`config.mk`:
```
export PLATFORM = sky130hd
export DESIGN_NAME = spi_master_shifter
export DESIGN_NICKNAME = d
export VERILOG_FILES = /design/src/rtl/spi_master_shifter.sv
export SDC_FILE = /design/constraint.sdc
export NUM_CORES = 1
export LEC_CHECK = 0
export ABC_AREA = 1
export BUFFER_PORTS_ARGS = -buffer_cell sky130_fd_sc_hd__buf_2
export CAP_MARGIN = 10
export CORE_MARGIN = 8
export CORE_UTILIZATION = 35
export DETAILED_ROUTE_END_ITERATION = 8
export GPL_ROUTABILITY_DRIVEN = 0
export PLACE_DENSITY = 0.63
export SKIP_CTS_REPAIR_TIMING = 1
export SLEW_MARGIN = 25
export SYNTH_ARGS = -nofsm -noshare
export SYNTH_HDL_FRONTEND = slang
export SYNTH_SLANG_ARGS = --single-unit
export TNS_END_PERCENT = 30
```
`constraint.sdc`:
```
create_clock -name clk -period 1.6 [get_ports clk]
set_clock_uncertainty 0.1 [all_clocks]
set_input_delay 0.16 -clock clk [delete_from_list [all_inputs] [get_ports clk]]
set_output_delay 0.16 -clock clk [all_outputs]
set_load 0.005 [all_outputs]
```
`src/rtl/spi_master_shifter.sv`:
```
// Mode-0 MSB-first SPI master shift engine, paced by a 2x-SCLK tick from the divider.
// Serialises tx_data on MOSI while capturing MISO, and returns the received word with a one-clk rx_valid pulse.
module spi_master_shifter #(
    parameter int unsigned DATA_W = 8
) (
    input  logic              clk,
    input  logic              rst,
    input  logic              tick,
    input  logic [DATA_W-1:0] tx_data,
    input  logic              tx_valid,
    output logic              tx_ready,
    output logic [DATA_W-1:0] rx_data,
    output logic              rx_valid,
    output logic              busy,
    output logic              sclk,
    output logic              mosi,
    input  logic              miso,
    output logic              cs_n
);

    localparam int unsigned CNT_W = $clog2(DATA_W + 1);

    typedef enum logic [1:0] {
        IDLE,
        SETUP,
        XFER,
        HOLD
    } state_e;

    state_e              state_q,    state_d;
    logic                sclk_q,     sclk_d;
    logic                cs_n_q,     cs_n_d;
    logic                mosi_q,     mosi_d;
    logic [DATA_W-1:0]   tx_shift_q, tx_shift_d;
    logic [DATA_W-1:0]   rx_shift_q, rx_shift_d;
    logic [CNT_W-1:0]    bit_cnt_q,  bit_cnt_d;
    logic [DATA_W-1:0]   rx_data_q,  rx_data_d;
    logic                rx_valid_q, rx_valid_d;
    logic                busy_q,     busy_d;
    logic                tx_ready_q, tx_ready_d;

    // Next-state and next-output logic; every tick-driven step is gated by tick.
    always_comb begin
        state_d    = state_q;
        sclk_d     = sclk_q;
        cs_n_d     = cs_n_q;
        mosi_d     = mosi_q;
        tx_shift_d = tx_shift_q;
        rx_shift_d = rx_shift_q;
        bit_cnt_d  = bit_cnt_q;
        rx_data_d  = rx_data_q;
        rx_valid_d = 1'b0;

        case (state_q)
            IDLE: begin
                // tick is deliberately ignored here, even in the acceptance cycle
                if (tx_valid) begin
                    tx_shift_d = tx_data;
                    rx_shift_d = '0;
                    cs_n_d     = 1'b0;
                    mosi_d     = tx_data[DATA_W-1];
                    bit_cnt_d  = '0;
                    state_d    = SETUP;
                end
            end
            SETUP: begin
                if (tick) begin
                    state_d = XFER;
                end
            end
            XFER: begin
                if (tick) begin
                    if (!sclk_q) begin
                        sclk_d     = 1'b1;
                        rx_shift_d = {rx_shift_q[DATA_W-2:0], miso};
                        bit_cnt_d  = bit_cnt_q + CNT_W'(1);
                    end else begin
                        sclk_d = 1'b0;
                        if (bit_cnt_q == CNT_W'(DATA_W)) begin
                            state_d = HOLD;
                        end else begin
                            // next bit goes out on the falling edge
                            tx_shift_d = tx_shift_q << 1;
                            mosi_d     = tx_shift_q[DATA_W-2];
                        end
                    end
                end
            end
            HOLD: begin
                if (tick) begin
                    cs_n_d     = 1'b1;
                    rx_data_d  = rx_shift_q;
                    rx_valid_d = 1'b1;
                    mosi_d     = 1'b0;
                    state_d    = IDLE;
                end
            end
            default: begin
                state_d = IDLE;
            end
        endcase

        busy_d     = (state_d != IDLE);
        tx_ready_d = (state_d == IDLE);
    end

    // State and output registers with synchronous active-low reset.
    always_ff @(posedge clk) begin
        if (!rst) begin
            state_q    <= IDLE;
            sclk_q     <= 1'b0;
            cs_n_q     <= 1'b1;
            mosi_q     <= 1'b0;
            tx_shift_q <= '0;
            rx_shift_q <= '0;
            bit_cnt_q  <= '0;
            rx_data_q  <= '0;
            rx_valid_q <= 1'b0;
            busy_q     <= 1'b0;
            tx_ready_q <= 1'b1;
        end else begin
            state_q    <= state_d;
            sclk_q     <= sclk_d;
            cs_n_q     <= cs_n_d;
            mosi_q     <= mosi_d;
            tx_shift_q <= tx_shift_d;
            rx_shift_q <= rx_shift_d;
            bit_cnt_q  <= bit_cnt_d;
            rx_data_q  <= rx_data_d;
            rx_valid_q <= rx_valid_d;
            busy_q     <= busy_d;
            tx_ready_q <= tx_ready_d;
        end
    end

    assign tx_ready = tx_ready_q;
    assign rx_data  = rx_data_q;
    assign rx_valid = rx_valid_q;
    assign busy     = busy_q;
    assign sclk     = sclk_q;
    assign mosi     = mosi_q;
    assign cs_n     = cs_n_q;

endmodule

```
# == Yosys cells after proc, flatten, opt, wreduce, memory -nomap -nowiden ==
# Cells that the tools add are included.
# W data, S select, Z words.
# op_classes
add_sub_neg,1
reduce_logical,13
n_mux,31
n_eq_ne,10
# op_table
op,count
$mux W7,4
$mux W8,3
$pmux W8 S2,1
$pmux W7 S2,1
$mux W2,6
$mux W4,3
$ne A2 B2 Y1 const B,6
$mux W1,9
$pmux W2 S4,1
$pmux W4 S2,1
$reduce_and A2 Y1,3
$reduce_and A6 Y1,1
$reduce_bool A2 Y1,3
$reduce_and A5 Y1,1
$add A4 B1 Y4 const B,1
$eq A2 B2 Y1 const B,2
$eq A4 B4 Y1 const B,1
$logic_not A2 Y1,2
$reduce_and A4 Y1,1
$pmux W1 S3,1
$reduce_and A3 Y1,1
$reduce_bool A3 Y1,1
$eq A2 B1 Y1 const B,1
$pmux W1 S2,1
# word_totals
elab_cells,66
regBits,35
out_inout_bits,14

# == Depth between registers and ports, before layout ==
# logic_depth
word_depth,6
depth_mapped,12

# == Least setup slack after synthesis ==
# Ideal clock, no wire load.
# synth_timing
path_kind,register -> register
from,register state_q[0]
to,register bit_cnt_q[2]
setup_ns,0.132
slack_ns,0.023
path_buffers,2
arrival_time_ns,1.345
path_stages_with_launch,13
path_cell_list,dfxtp_1 > inv_1 > ha_1 > buf_6 > inv_8 > nand2_2 > nand2_2 > inv_2 > nor2_4 > inv_2 > buf_6 > nand2_1 > a21oi_1
# synth_via
elab_chain_len,3
word_cells_on_any_way,8
cone_classes,eq/ne (4); mux (1); reduce/logical (3)
# synth_lines
item,line_no,text
"start, declared",30,"state_e state_q, state_d;"
"start signal, assigned",122,state_q <= state_d;
$eq A2 B2 Y1 / $logic_not A2 Y1 (equally long branches),54,case (state_q)
$ne A2 B2 Y1 (no source line) / $reduce_bool A2 Y1 (equally long branches),--,
$reduce_and A4 Y1 (no source line),--,
"end signal, assigned",128,bit_cnt_q <= bit_cnt_d;
"end, declared",36,"logic [CNT_W-1:0] bit_cnt_q, bit_cnt_d;"
# Parallel ways exist; a longest one is shown, timed or not.
# A chain may end at the register's enable or synchronous reset.

# == Final worst setup path ==
# layout_timing
from,register state_q[0]
to,register rx_shift_q[3]
# layout_via
elab_chain_len,3
word_cells_on_any_way,8
cone_classes,eq/ne (4); mux (1); reduce/logical (3)
# layout_lines
item,line_no,text
$eq A2 B2 Y1 / $logic_not A2 Y1 (equally long branches),54,
$ne A2 B2 Y1 (no source line) / $reduce_bool A2 Y1 (equally long branches),--,
$reduce_and A4 Y1 (no source line),--,
"end signal, assigned",127,rx_shift_q <= rx_shift_d;
"end, declared",35,"logic [DATA_W-1:0] rx_shift_q, rx_shift_d;"
# Parallel ways exist; a longest one is shown, timed or not.

==> flow_summary.ini <==
[outcome]
status = complete, no violations

[cells_and_area]
finalInstanceArea_um2 = 2066
ff_latch_area_um2 = 703.2
nets = 293
postLayoutCoreUtil_pct = 44.62
syn2layout_area_growth_pct = 25.74
multi_input_area_um2 = 809.5
n_fill_cell = 480
drive_gt1_share_pct = 25.82
diodes = 0

[run]
maxCapViolCount = 0

[critical_path]
crit_path_start_kind = register
r2r_end = rx_shift_q[3]
cp_cell_sequence = inv_2 -> ha_4 -> buf_6 -> inv_8 -> nand2_2 -> nand2_2 -> inv_2 -> nor2_4 -> buf_12 -> nand3_1 -> a21oi_1
rr_startpoint = state_q[0]
crit_required_ns = 1.72
setup.worst_path.class = reg2reg
slowest_delay_ns = 0.34
crit_path_top_delay_cell = dfxtp_2
reg2reg_depth = 11
cp_max_fo = 7
cp_top_family = buffers and inverters
crit_buf_inv = 5
r2r_slack_ns = 0.008
critPathArrivalTime_ns = 1.71
end_kind = register

[cts]
clock-root-buffer = clkbuf_8
cts_buffers = 5
insertion_delay_ns = 0.29
cts-htree-levels = 2
cts_tree = done
path_clk_slew_ns = 0.07
cts_max_path_buffers = 2
clock-sinks = 35

[logic_synthesis]
ys_warn_count = 0
synth_top_area_share_pct = 42.65
syn_area_um2 = 1643
ys_seq_elements = 35
syn_avg_cell_area_um2 = 7.021
netlist_instances = 234
synth_area_leaders = dfxtp_1 (43%), nand2_1 (14%), nor2_1 (8.9%), o21ai_0 (5.8%), inv_1 (5.5%)
syn-num-nets = 253
synth-seq-area-share_pct = 42.65
yosys.area.top_type = dfxtp_1
synthDistinctLibCells = 23

[drt]
via_per_inst = 4.559
drt-total-wl_mm = 3.566
postRouteAntennaNets = 0
drc = 0
drtPass1Iterations = 4
num_vias = 1500
drt_iter0_drc = 62
wire_per_inst_um = 10.84

[power]
p_per_area_nw_per_um2 = 1033
irDropWorstVdd_mv = 0.5041
leakage_nw = 0.9889

[global_routing]
grt_pass1_vias = 1449
grt_overflow_total = 0
antenna_found_initial = 0
grt_use_total_pct = 10.50
grt_pass1_wl_mm = 6.044
grt_max_degree = 16

[timing]
max_freq_ghz = 0.6280
fin_setup_tns_ns = 0
slew_headroom_pct = 68.91
fin_crit_sh_pct = 99.52
final_max_slew_viol_count = 0
worst_pin_slew_ns = 0.4658
hold_viol = 0
grt_setup_unrepaired = true
setup_viol = 0
timing.hold.ws_ns = 0.001703
post-route-min-period_ns = 1.592

[floorplanning]
io_pins = 27
coreArea_um2 = 4629
chipHeight_um = 84.51
die_area_um2 = 7142
die_width_um = 84.51
rows = 25
initial_core_util_pct = 35.49

[worst_hold_path]
hp-class = in2reg
hp-start = tx_data[0]
worstHoldPathCells = 3
hold_end = tx_shift_q[0]

[placed_design]
postPlaceCellArea_um2 = 1903
io_buffers = 26
dpl.hpwl_mm = 2.584
synth_stat cells:
cell type and count:
nand2_2 2, inv_2 2, a21oi_2 1, nor3_1 1, or2_2 1, nand3_1 15
nor2_1 39, buf_6 4, inv_8 1, dfxtp_1 35, clkbuf_1 4, nand3b_1 1
o211ai_1 1, a21oi_1 12, inv_1 24, o21ai_2 1, buf_2 2, xor2_1 1
nand3_2 1, nand2_1 60, ha_1 6, o21ai_0 19, nor2_4 1
how the worst max path moves through the flow:
stage,startpoint,to,slack (ns),depth (start not counted)
floorplan,state_q[0],bit_cnt_q[2],0.02,12
global placement,state_q[0],rx_shift_q[3],-0.02,11
detailed placement,state_q[0],rx_shift_q[7],-0.06,11
CTS,state_q[0],rx_shift_q[5],-0.07,11
global route,state_q[0],bit_cnt_q[1],-0.09,11
finish,state_q[0],rx_shift_q[3],0.008,11
worst min-delay path, cell delays in order:
cell and delay [ns]:
buf_2 0.07, a21oi_1 0.05, nor2_1 0.07
cells in the final DEF, fill, tap and decap left out, types with 2 or more instances in the layout:
cell and n:
nor2_1 39, ha_1 4, dfxtp_1 33, buf_4 15
a21oi_2 4, nand3_1 13, nand2_1 59, inv_2 2
clkbuf_8 7, o21ai_0 19, nand2_2 3, a21oi_1 9
buf_2 26, nand3_2 2, inv_1 23, dfxtp_2 2
logic make-up (layout without fill, tap and decap cells):
logic type | count (synthesis) | after routing | synth area share, %
AND/OR/NAND/NOR | 121 | 121 | 30.39
buffers and inverters | 37 | 78 | 10.89
flip-flops | 35 | 35 | 42.65
AO/OA/AOI/OAI | 34 | 34 | 10.97
adder cells (fa/ha/maj) | 6 | 6 | 4.570
XOR/XNOR | 1 | 1 | 0.5332
layer usage:
metal	vias up	GRT usage, %	wire (um)
met3	6	3.610	164
met2	28	18.04	1682
met1	661	10.73	1641
met4	0	6.472	78
li1	805	-	-
met5	-	0	0
power by group:
group | switching (mW) | total (mW) | internal (mW)
combinational | 0.277 | 0.476 | 0.199
clock | 0.313 | 0.706 | 0.393
sequential | 0.0200 | 0.952 | 0.932
total | 0.610 | 2.13 | 1.52
metrics by stage:
step,setup slack [ns],cells,power [mW]
6_report,0.007672,329,2.134
4_1_cts,-0.07177,328,2.134
3_5_place_dp,-0.05984,320,1.421
5_1_grt,-0.08522,329,2.241
3_3_place_gp,-0.01574,320,1.419
2_1_floorplan,0.02305,234,1.290
cell type report:
class                      count  share of cell area [%]
multi-input combinational    162                   39.19
sequential                    35                   34.04
timing repair buffer          43                   13.26
inverter                      27                   5.391
clock buffer                   8                   4.846
tap                           54                   3.271
registers in the layout, indices dropped and copies added (netlist names):
name / cells
rx_shift_q: 8
rx_valid: 1
state_q: 2
tx_shift_q: 7
mosi: 1
busy: 1
bit_cnt_q: 4
cs_n: 1
sclk: 1
rx_data: 8
tx_ready: 1
(Power assumes the default switching activity.)
